<file path="config.mk">
export PLATFORM = sky130hd
export DESIGN_NAME = piso_serializer
export DESIGN_NICKNAME = d
export VERILOG_FILES = /design/src/rtl/piso_serializer_pkg.sv /design/src/rtl/piso_bitcnt.sv /design/src/rtl/piso_serializer.sv
export SDC_FILE = /design/constraint.sdc
export NUM_CORES = 1
export LEC_CHECK = 0
export BUFFER_PORTS_ARGS = -buffer_cell sky130_fd_sc_hd__clkbuf_2
export CAP_MARGIN = 30
export CORE_MARGIN = 2
export CORE_UTILIZATION = 51
export DETAILED_ROUTE_END_ITERATION = 7
export HOLD_SLACK_MARGIN = 0.15
export PLACE_DENSITY = 0.82
export SLEW_MARGIN = 20
export SYNTH_ARGS = -nofsm -noshare
export SYNTH_HDL_FRONTEND = slang
export SYNTH_SLANG_ARGS = --single-unit
</file>
<file path="constraint.sdc">
create_clock -name clk -period 1.5 [get_ports clk]
set_input_delay 0.15 -clock clk [delete_from_list [all_inputs] [get_ports clk]]
set_output_delay 0.15 -clock clk [all_outputs]
set_load 0.02 [all_outputs]
</file>
<file path="src/rtl/piso_serializer_pkg.sv">
// Shared definitions for the parallel-in / serial-out serializer.
//   state_t       : two-state controller encoding (IDLE, SHIFT)
//   DEFAULT_WIDTH : default parallel word width in bits
package piso_serializer_pkg;

  typedef enum logic {
    IDLE  = 1'b0,
    SHIFT = 1'b1
  } state_t;

  localparam int DEFAULT_WIDTH = 8;

endpackage

</file>
<file path="src/rtl/piso_bitcnt.sv">
// Bit counter for the serializer: tracks which bit of the current word is
// on the serial output.
//   clk : clock, rising-edge active
//   rst : asynchronous active-low reset, clears the count
//   clr : synchronous clear to 0 (takes priority over inc)
//   inc : synchronous increment by one
//   tc  : terminal count, high when the count equals WIDTH-1
module piso_bitcnt
  import piso_serializer_pkg::*;
#(
  parameter int WIDTH = DEFAULT_WIDTH,
  parameter int CW    = $clog2(WIDTH)
) (
  input  logic clk,
  input  logic rst,
  input  logic clr,
  input  logic inc,
  output logic tc
);

  logic [CW-1:0] cnt;

  // Counter register: clear wins so a fresh word always starts at bit 0.
  always_ff @(posedge clk or negedge rst) begin
    if (!rst) begin
      cnt <= '0;
    end else if (clr) begin
      cnt <= '0;
    end else if (inc) begin
      cnt <= cnt + CW'(1);
    end
  end

  assign tc = (cnt == CW'(WIDTH - 1));

endmodule

</file>
<file path="src/rtl/piso_serializer.sv">
// Parallel-in / serial-out serializer with valid/ready input handshake.
// A word is accepted when in_valid and in_ready are both high on a rising
// edge; its first bit appears on ser_out the following cycle. Words can be
// streamed back to back without a bubble by holding in_valid high.
//   clk       : clock, rising-edge active
//   rst       : asynchronous active-low reset
//   in_data   : parallel word to serialize (sampled only at acceptance)
//   in_valid  : in_data holds a word to transfer
//   in_ready  : a word can be accepted this cycle
//   ser_out   : serial bit stream (0 while idle)
//   ser_valid : ser_out carries a payload bit
//   ser_last  : ser_out carries the final bit of a word
module piso_serializer
  import piso_serializer_pkg::*;
#(
  parameter int WIDTH     = DEFAULT_WIDTH,
  parameter int MSB_FIRST = 1
) (
  input  logic             clk,
  input  logic             rst,
  input  logic [WIDTH-1:0] in_data,
  input  logic             in_valid,
  output logic             in_ready,
  output logic             ser_out,
  output logic             ser_valid,
  output logic             ser_last
);

  state_t           state;
  logic [WIDTH-1:0] sreg;
  logic             tc;
  logic             in_shift;
  logic             accept;
  logic             cnt_clr;
  logic             cnt_inc;

  assign in_shift = (state == SHIFT);
  assign in_ready = !in_shift || tc;
  assign accept   = in_valid && in_ready;

  // The count restarts at 0 both when a new word is loaded and when the
  // block drops back to idle, so it is always 0 on entry to SHIFT.
  assign cnt_clr = !in_shift || tc;
  assign cnt_inc = in_shift && !tc;

  piso_bitcnt #(
    .WIDTH (WIDTH)
  ) u_bitcnt (
    .clk (clk),
    .rst (rst),
    .clr (cnt_clr),
    .inc (cnt_inc),
    .tc  (tc)
  );

  // Controller: the default arm recovers from any unexpected encoding.
  always_ff @(posedge clk or negedge rst) begin
    if (!rst) begin
      state <= IDLE;
    end else begin
      case (state)
        IDLE:    state <= accept ? SHIFT : IDLE;
        SHIFT:   state <= (tc && !in_valid) ? IDLE : SHIFT;
        default: state <= IDLE;
      endcase
    end
  end

  // Shift register: the bit on ser_out is always held at the end selected
  // by MSB_FIRST, so shifting toward that end presents the next bit.
  always_ff @(posedge clk or negedge rst) begin
    if (!rst) begin
      sreg <= '0;
    end else if (accept) begin
      sreg <= in_data;
    end else if (in_shift && !tc) begin
      if (MSB_FIRST != 0) begin
        sreg <= {sreg[WIDTH-2:0], 1'b0};
      end else begin
        sreg <= {1'b0, sreg[WIDTH-1:1]};
      end
    end else if (in_shift) begin
      sreg <= '0;
    end
  end

  assign ser_out   = in_shift && ((MSB_FIRST != 0) ? sreg[WIDTH-1] : sreg[0]);
  assign ser_valid = in_shift;
  assign ser_last  = in_shift && tc;

endmodule

</file>
==> Word level (Yosys, flattened, before mapping) <==
Index checks and enable logic that the tools add are counted.
{ "op_classes": {"magnitude_cmp": 0, "n_shift": 0, "mul": 0, "mux": 8, "n_reduce_logical": 11, "bitwise_logic": 1, "n_div": 0, "add_sub_neg": 1, "n_eq_ne": 1} }
{ "op_table": {"columns": ["op", "count"], "rows": [
  ["$mux 8", 3],
  ["$mux 3", 2],
  ["$logic_and 1x1->1", 5],
  ["$add 3x1->3 const B", 1],
  ["$eq 3x3->1 const B", 1],
  ["$logic_not 1->1", 3],
  ["$reduce_bool 3->1", 1],
  ["$mux 1", 2],
  ["$pmux 1 s2", 1],
  ["$reduce_bool 2->1", 1],
  ["$logic_or 1x1->1", 1],
  ["$not 1->1", 1]
]} }
{ "word_totals": {"out_inout_bits": 4, "inputBits": 11, "latchBits": 0, "register_bits": 12, "mem_bits_rw": 0, "memories": 0, "rom_bits": 0} }

==> Logic depth before layout (Yosys ltp) <==
{ "logic_depth": {"ltp_word": 5, "mapped_depth": 6, "ltp_nobuf": 4} }

==> Hierarchy <==
From an unflattened synthesis, not the netlist that was laid out.
{ "hier_totals": {"hier_cells": 61, "area_unflattened_um2": 708.2} }
{ "modules_own_cells": {"columns": ["mod", "cells_each", "area_each_um2", "n_inst"], "rows": [
  ["piso_serializer", 50, 568.0, 1],
  ["piso_bitcnt", 11, 140.1, 1]
]} }

==> Worst setup path before layout <==
Ideal clock, no wire load.
{ "synth_timing": {"path_type": "reg2reg", "start": "register u_bitcnt.cnt[0]", "end": "register sreg[1]", "t_arrival_ps": 1307, "stages_incl_launch_ff": 7, "path_slack_ps": 108, "cell_sequence": "dfrtp_1 -> ha_1 -> ha_1 -> buf_6 -> nand2b_4 -> buf_6 -> o221ai_2"} }
{ "synth_lines": {"columns": ["item", "line_no", "source"], "rows": [
  ["start, declared", "piso_bitcnt.sv:21", "logic [CW-1:0] cnt;"],
  ["start signal, assigned", "piso_bitcnt.sv:30", "cnt <= cnt + CW'(1);"],
  ["$eq 3x3->1 *", "piso_bitcnt.sv:34", "assign tc = (cnt == CW'(WIDTH - 1));"],
  ["$logic_or 1x1->1 *", "piso_serializer.sv:38", "assign in_ready = !in_shift || tc;"],
  ["via in_ready", "piso_serializer.sv:23", "output logic in_ready,"],
  ["$logic_and 1x1->1 *", "piso_serializer.sv:39", "assign accept = in_valid && in_ready;"],
  ["$reduce_bool 3->1 (no line) or $mux 8 (tied branches)", null, null],
  ["end signal, assigned", "piso_serializer.sv:75", "sreg <= in_data;"],
  ["end signal, assigned", "piso_serializer.sv:78", "sreg <= {sreg[WIDTH-2:0], 1'b0};"],
  ["end signal, assigned", "piso_serializer.sv:80", "sreg <= {1'b0, sreg[WIDTH-1:1]};"],
  ["end, declared", "piso_serializer.sv:30", "logic [WIDTH-1:0] sreg;"]
]} }
Mark *: on every way through the listed nets, which the timed path passes. The rest lies on a longest branch.
A chain may end at the register's enable or synchronous reset.

==> Worst setup path after layout <==
{ "layout_timing": {"start": "register u_bitcnt.cnt[1]", "end": "output port in_ready"} }
{ "layout_via": {"elab_chain_cells": 2} }
{ "layout_rtl": {"columns": ["item", "line_no"], "rows": [
  ["$eq 3x3->1", "piso_bitcnt.sv:34"],
  ["$logic_or 1x1->1", "piso_serializer.sv:38"],
  ["end, declared", "piso_serializer.sv:23"]
]} }
Every way passes these cells.

==> run_results.csv <==
group,metric,value,unit
status,run_status,"finished clean",
worst_setup_path,crit_chain,"ha_2, ha_2, nand2b_4, buf_8",
clocking,cts_tree,"yes",
power_and_ir_drop,p_int,900,uW
cells_and_area,nFillCells,104,
timing,fin_worst_skew,0.00975,ns
cells_and_area,nets,99,
die,die_area,1690,um^2
die,coreArea,1300,um^2
synth,netlist_area,704,um^2
power_and_ir_drop,seq_power_share,36.3,%
die,die_x,41.2,um
worst_setup_path,cp_data_required_time,1.35,ns
global_route,grt_max_degree,18,
die,num_rows,13,
worst_setup_path,path_delay_family,"flip-flops",
cells_and_area,finalCoreUtilization,68.1,%
routing,drtIter0Drc,6,
clocking,cts-buffers-inserted,3,
timing,setup_tns,0,ns
cells_and_area,postLayoutCellArea,886,um^2
global_route,antenna_found_initial,0,
global_route,grt_pass1_wl,2.22,mm
synth,syn_nets,75,
placement,gp_congestion,0.723,
timing,post-route-period-util,96.5,%
routing,drc,0,
power_and_ir_drop,p_comb_share,45.4,%
placement,placed_cells,87,
worst_setup_path,path_common_cell,"ha_2",
routing,first_pass_iters,4,
routing,routed_wl,1.39,mm
worst_setup_path,cp_num_buf_inv,1,
routing,vias,539,
clocking,h-tree-depth,1,
timing,whs,0.161,ns
die,io-pin-count,15,
worst_setup_path,arrival,1.30,ns
power_and_ir_drop,swShare,36.5,%
worst_setup_path,crit_slowest_cell,"dfrtp_1",
worst_setup_path,timing.rr.start,"u_bitcnt.cnt[1]",
clocking,cts.path.max_buffers,2,
power_and_ir_drop,clockPowerShare,18.3,%
routing,wl_per_cell,14.1,um
routing,vias_per_cell,5.44,
worst_setup_path,startpoint,"u_bitcnt.cnt[1]",
cells_and_area,final_layout_size_suffix_gt1_share,36.9,%
clocking,cts.sinks,12,
cells_and_area,syn2layout_area_growth,25.8,%
synth,synth_area_per_cell,11.5,um^2
placement,port_buffers,14,
die,die_h,41.2,um
synth,synth.largest_area_cell,"dfrtp_1",
timing,hold_violations,0,
synth,netlist.area_leader.share,42.6,%
cells_and_area,antenna_cells,0,
timing,setup_violations,0,
routing,drtAntennaViolNets,0,
worst_setup_path,cpPeakStageDelay,0.37,ns
die,start_util,54.1,%
clocking,clk_pin_slew_worst_paths,0.08,ns
clocking,clk_latency,0.28,ns
power_and_ir_drop,p_leak,0.418,nW
worst_setup_path,endpoint_kind,"output port",
timing,slew_violations,0,
synth,synth_warnings,0,
worst_hold_path,hp-class,"in2reg",
placement,dp_hpwl,971,um
timing,slew_headroom,71.9,%
power_and_ir_drop,power_switching,517,uW
synth,synth-seq-cells,12,
global_route,grt_pass1_vias,499,
worst_setup_path,crit_path_start_kind,"flip-flop",
power_and_ir_drop,peakVddDrop,0.00107,V
worst_hold_path,hold_path.startpoint,"in_data[5]",
worst_setup_path,worstPathMaxFanout,2,
synth,synth.distinct_cells,14,
worst_hold_path,worstHoldPathCells,3,
clocking,cts-root-buf,"clkbuf_4",
timing,fin_crit,1.45,ns
worst_setup_path,r2r_setup_slack,0.15,ns
worst_setup_path,worstRegToRegCells,5,
worst_setup_path,critPathKind,"reg2out",
synth,yosys-top-cells-area,"dfrtp_1 43%, o221ai_2 13%, mux2i_1 11%",
synth,synth-seq-area-share,42.6,%
global_route,grt_overflow,0,
worst_setup_path,r2r_end,"sreg[7]",
global_route,grt_usage,21.8,%
cells_and_area,instances_no_fill,99,
timing,max_freq,691,MHz
synth,syn_inst,61,
run,max_cap_violations,0,
power_and_ir_drop,powerDensity,1600,nW/um^2
timing,tightest_slew,0.421,ns
placement,place_area,748,um^2
worst_hold_path,hold_end,"sreg[5]",
[cell type report]
class                   count  area, um^2  share of cell area, %
well taps                  15        18.8                   2.12
inverters                  10        37.5                   4.24
clock buffers               4        36.3                   4.10
flip-flops and latches     12         300                   33.9
repair buffers             24         179                   20.2
multi-input cells          34         314                   35.5
[routing by layer]
| layer | vias to the layer above | global-route usage (%) | part of all wire, % |
|---|---|---|---|
| met5 | - | 0 | 0 |
| met4 | 0 | 15.3 | 3.3 |
| met3 | 5 | 8.70 | 5.4 |
| met2 | 16 | 35.5 | 50 |
| met1 | 257 | 22.6 | 41 |
| li1 | 261 | - | - |
[power groups by stage]
| stage | combinational (mW) | clock [mW] | sequential [mW] |
|---|---|---|---|
| after floorplan | 0.466 | 0 | 0.512 |
| after global placement | 0.531 | 0 | 0.514 |
| after detailed placement | 0.563 | 0 | 0.521 |
| after CTS | 0.625 | 0.272 | 0.515 |
| after global routing | 0.718 | 0.282 | 0.531 |
| final | 0.643 | 0.260 | 0.515 |
[worst min-delay path: stages]
cell and delay (ns):
clkbuf_2 0.09, nand3_1 0.09, o221ai_2 0.07
[cells in the mapped netlist, drive strengths merged]
cell type and count:
o21ai 1, buf 5, nor2 3, nand2b 1, and2 2, o221ai 7
nand3 8, mux2i 8, ha 3, inv 10, dfrtp 12, a21o 1
[timing repair]
action | in CTS | in global routing
buffers inserted | 1 | 0
endpoints found under the setup margin | 2 | 2
gates resized for setup | 3 | 5
hold endpoints to repair | 18 | 0
pin swaps | 0 | 1
hold buffers | 7 | 0
[kinds of logic (layout without fill, tap and decap cells)]
group	Yosys count	after routing	synth area share (%)
DFF	12	12	42.6
AOI/OAI and AO/OA	9	9	15.8
adders and majority gates	3	3	5.33
and+or+nand+nor	14	14	11.0
buffers and inverters	15	38	13.9
muxes	8	8	11.4
[sequential cells by signal, summed over array words and instances (netlist names)]
| name | count |
|---|---|
| u_bitcnt.cnt | 3 |
| ser_valid | 1 |
| sreg | 8 |
[layout by cell type (no fill, tap or decap)]
master         instances
dfrtp_1               12
dlygate4sd3_1          7
inv_1                 10
clkbuf_8               1
and2_1                 2
clkbuf_2              12
o221ai_2               6
a21o_1                 1
buf_4                  3
o21ai_1                1
ha_2                   3
nand2b_4               1
nor2_1                 3
clkbuf_4               3
o221ai_1               1
buf_6                  1
buf_8                  1
nand3_1                8
mux2i_1                8
[per-stage QoR]
step | worst slack (ns) | total power [mW]
after floorplan | 0.108 | 0.978
after global placement | 0.199 | 1.05
after detailed placement | 0.169 | 1.08
after CTS | 0.000177 | 1.41
after global routing | -0.00218 | 1.53
final | 0.0530 | 1.42
[worst max-delay path by stage]
stage | endpoint | slack [ns] | depth (start not counted)
after floorplan | sreg[1] | 0.11 | 6
after global placement | in_ready | 0.20 | 4
after detailed placement | in_ready | 0.17 | 4
after CTS | ser_last | 0.0002 | 4
after global routing | ser_last | -0.002 | 4
final | in_ready | 0.05 | 4
Note: power is estimated with default switching activity, not from simulation.
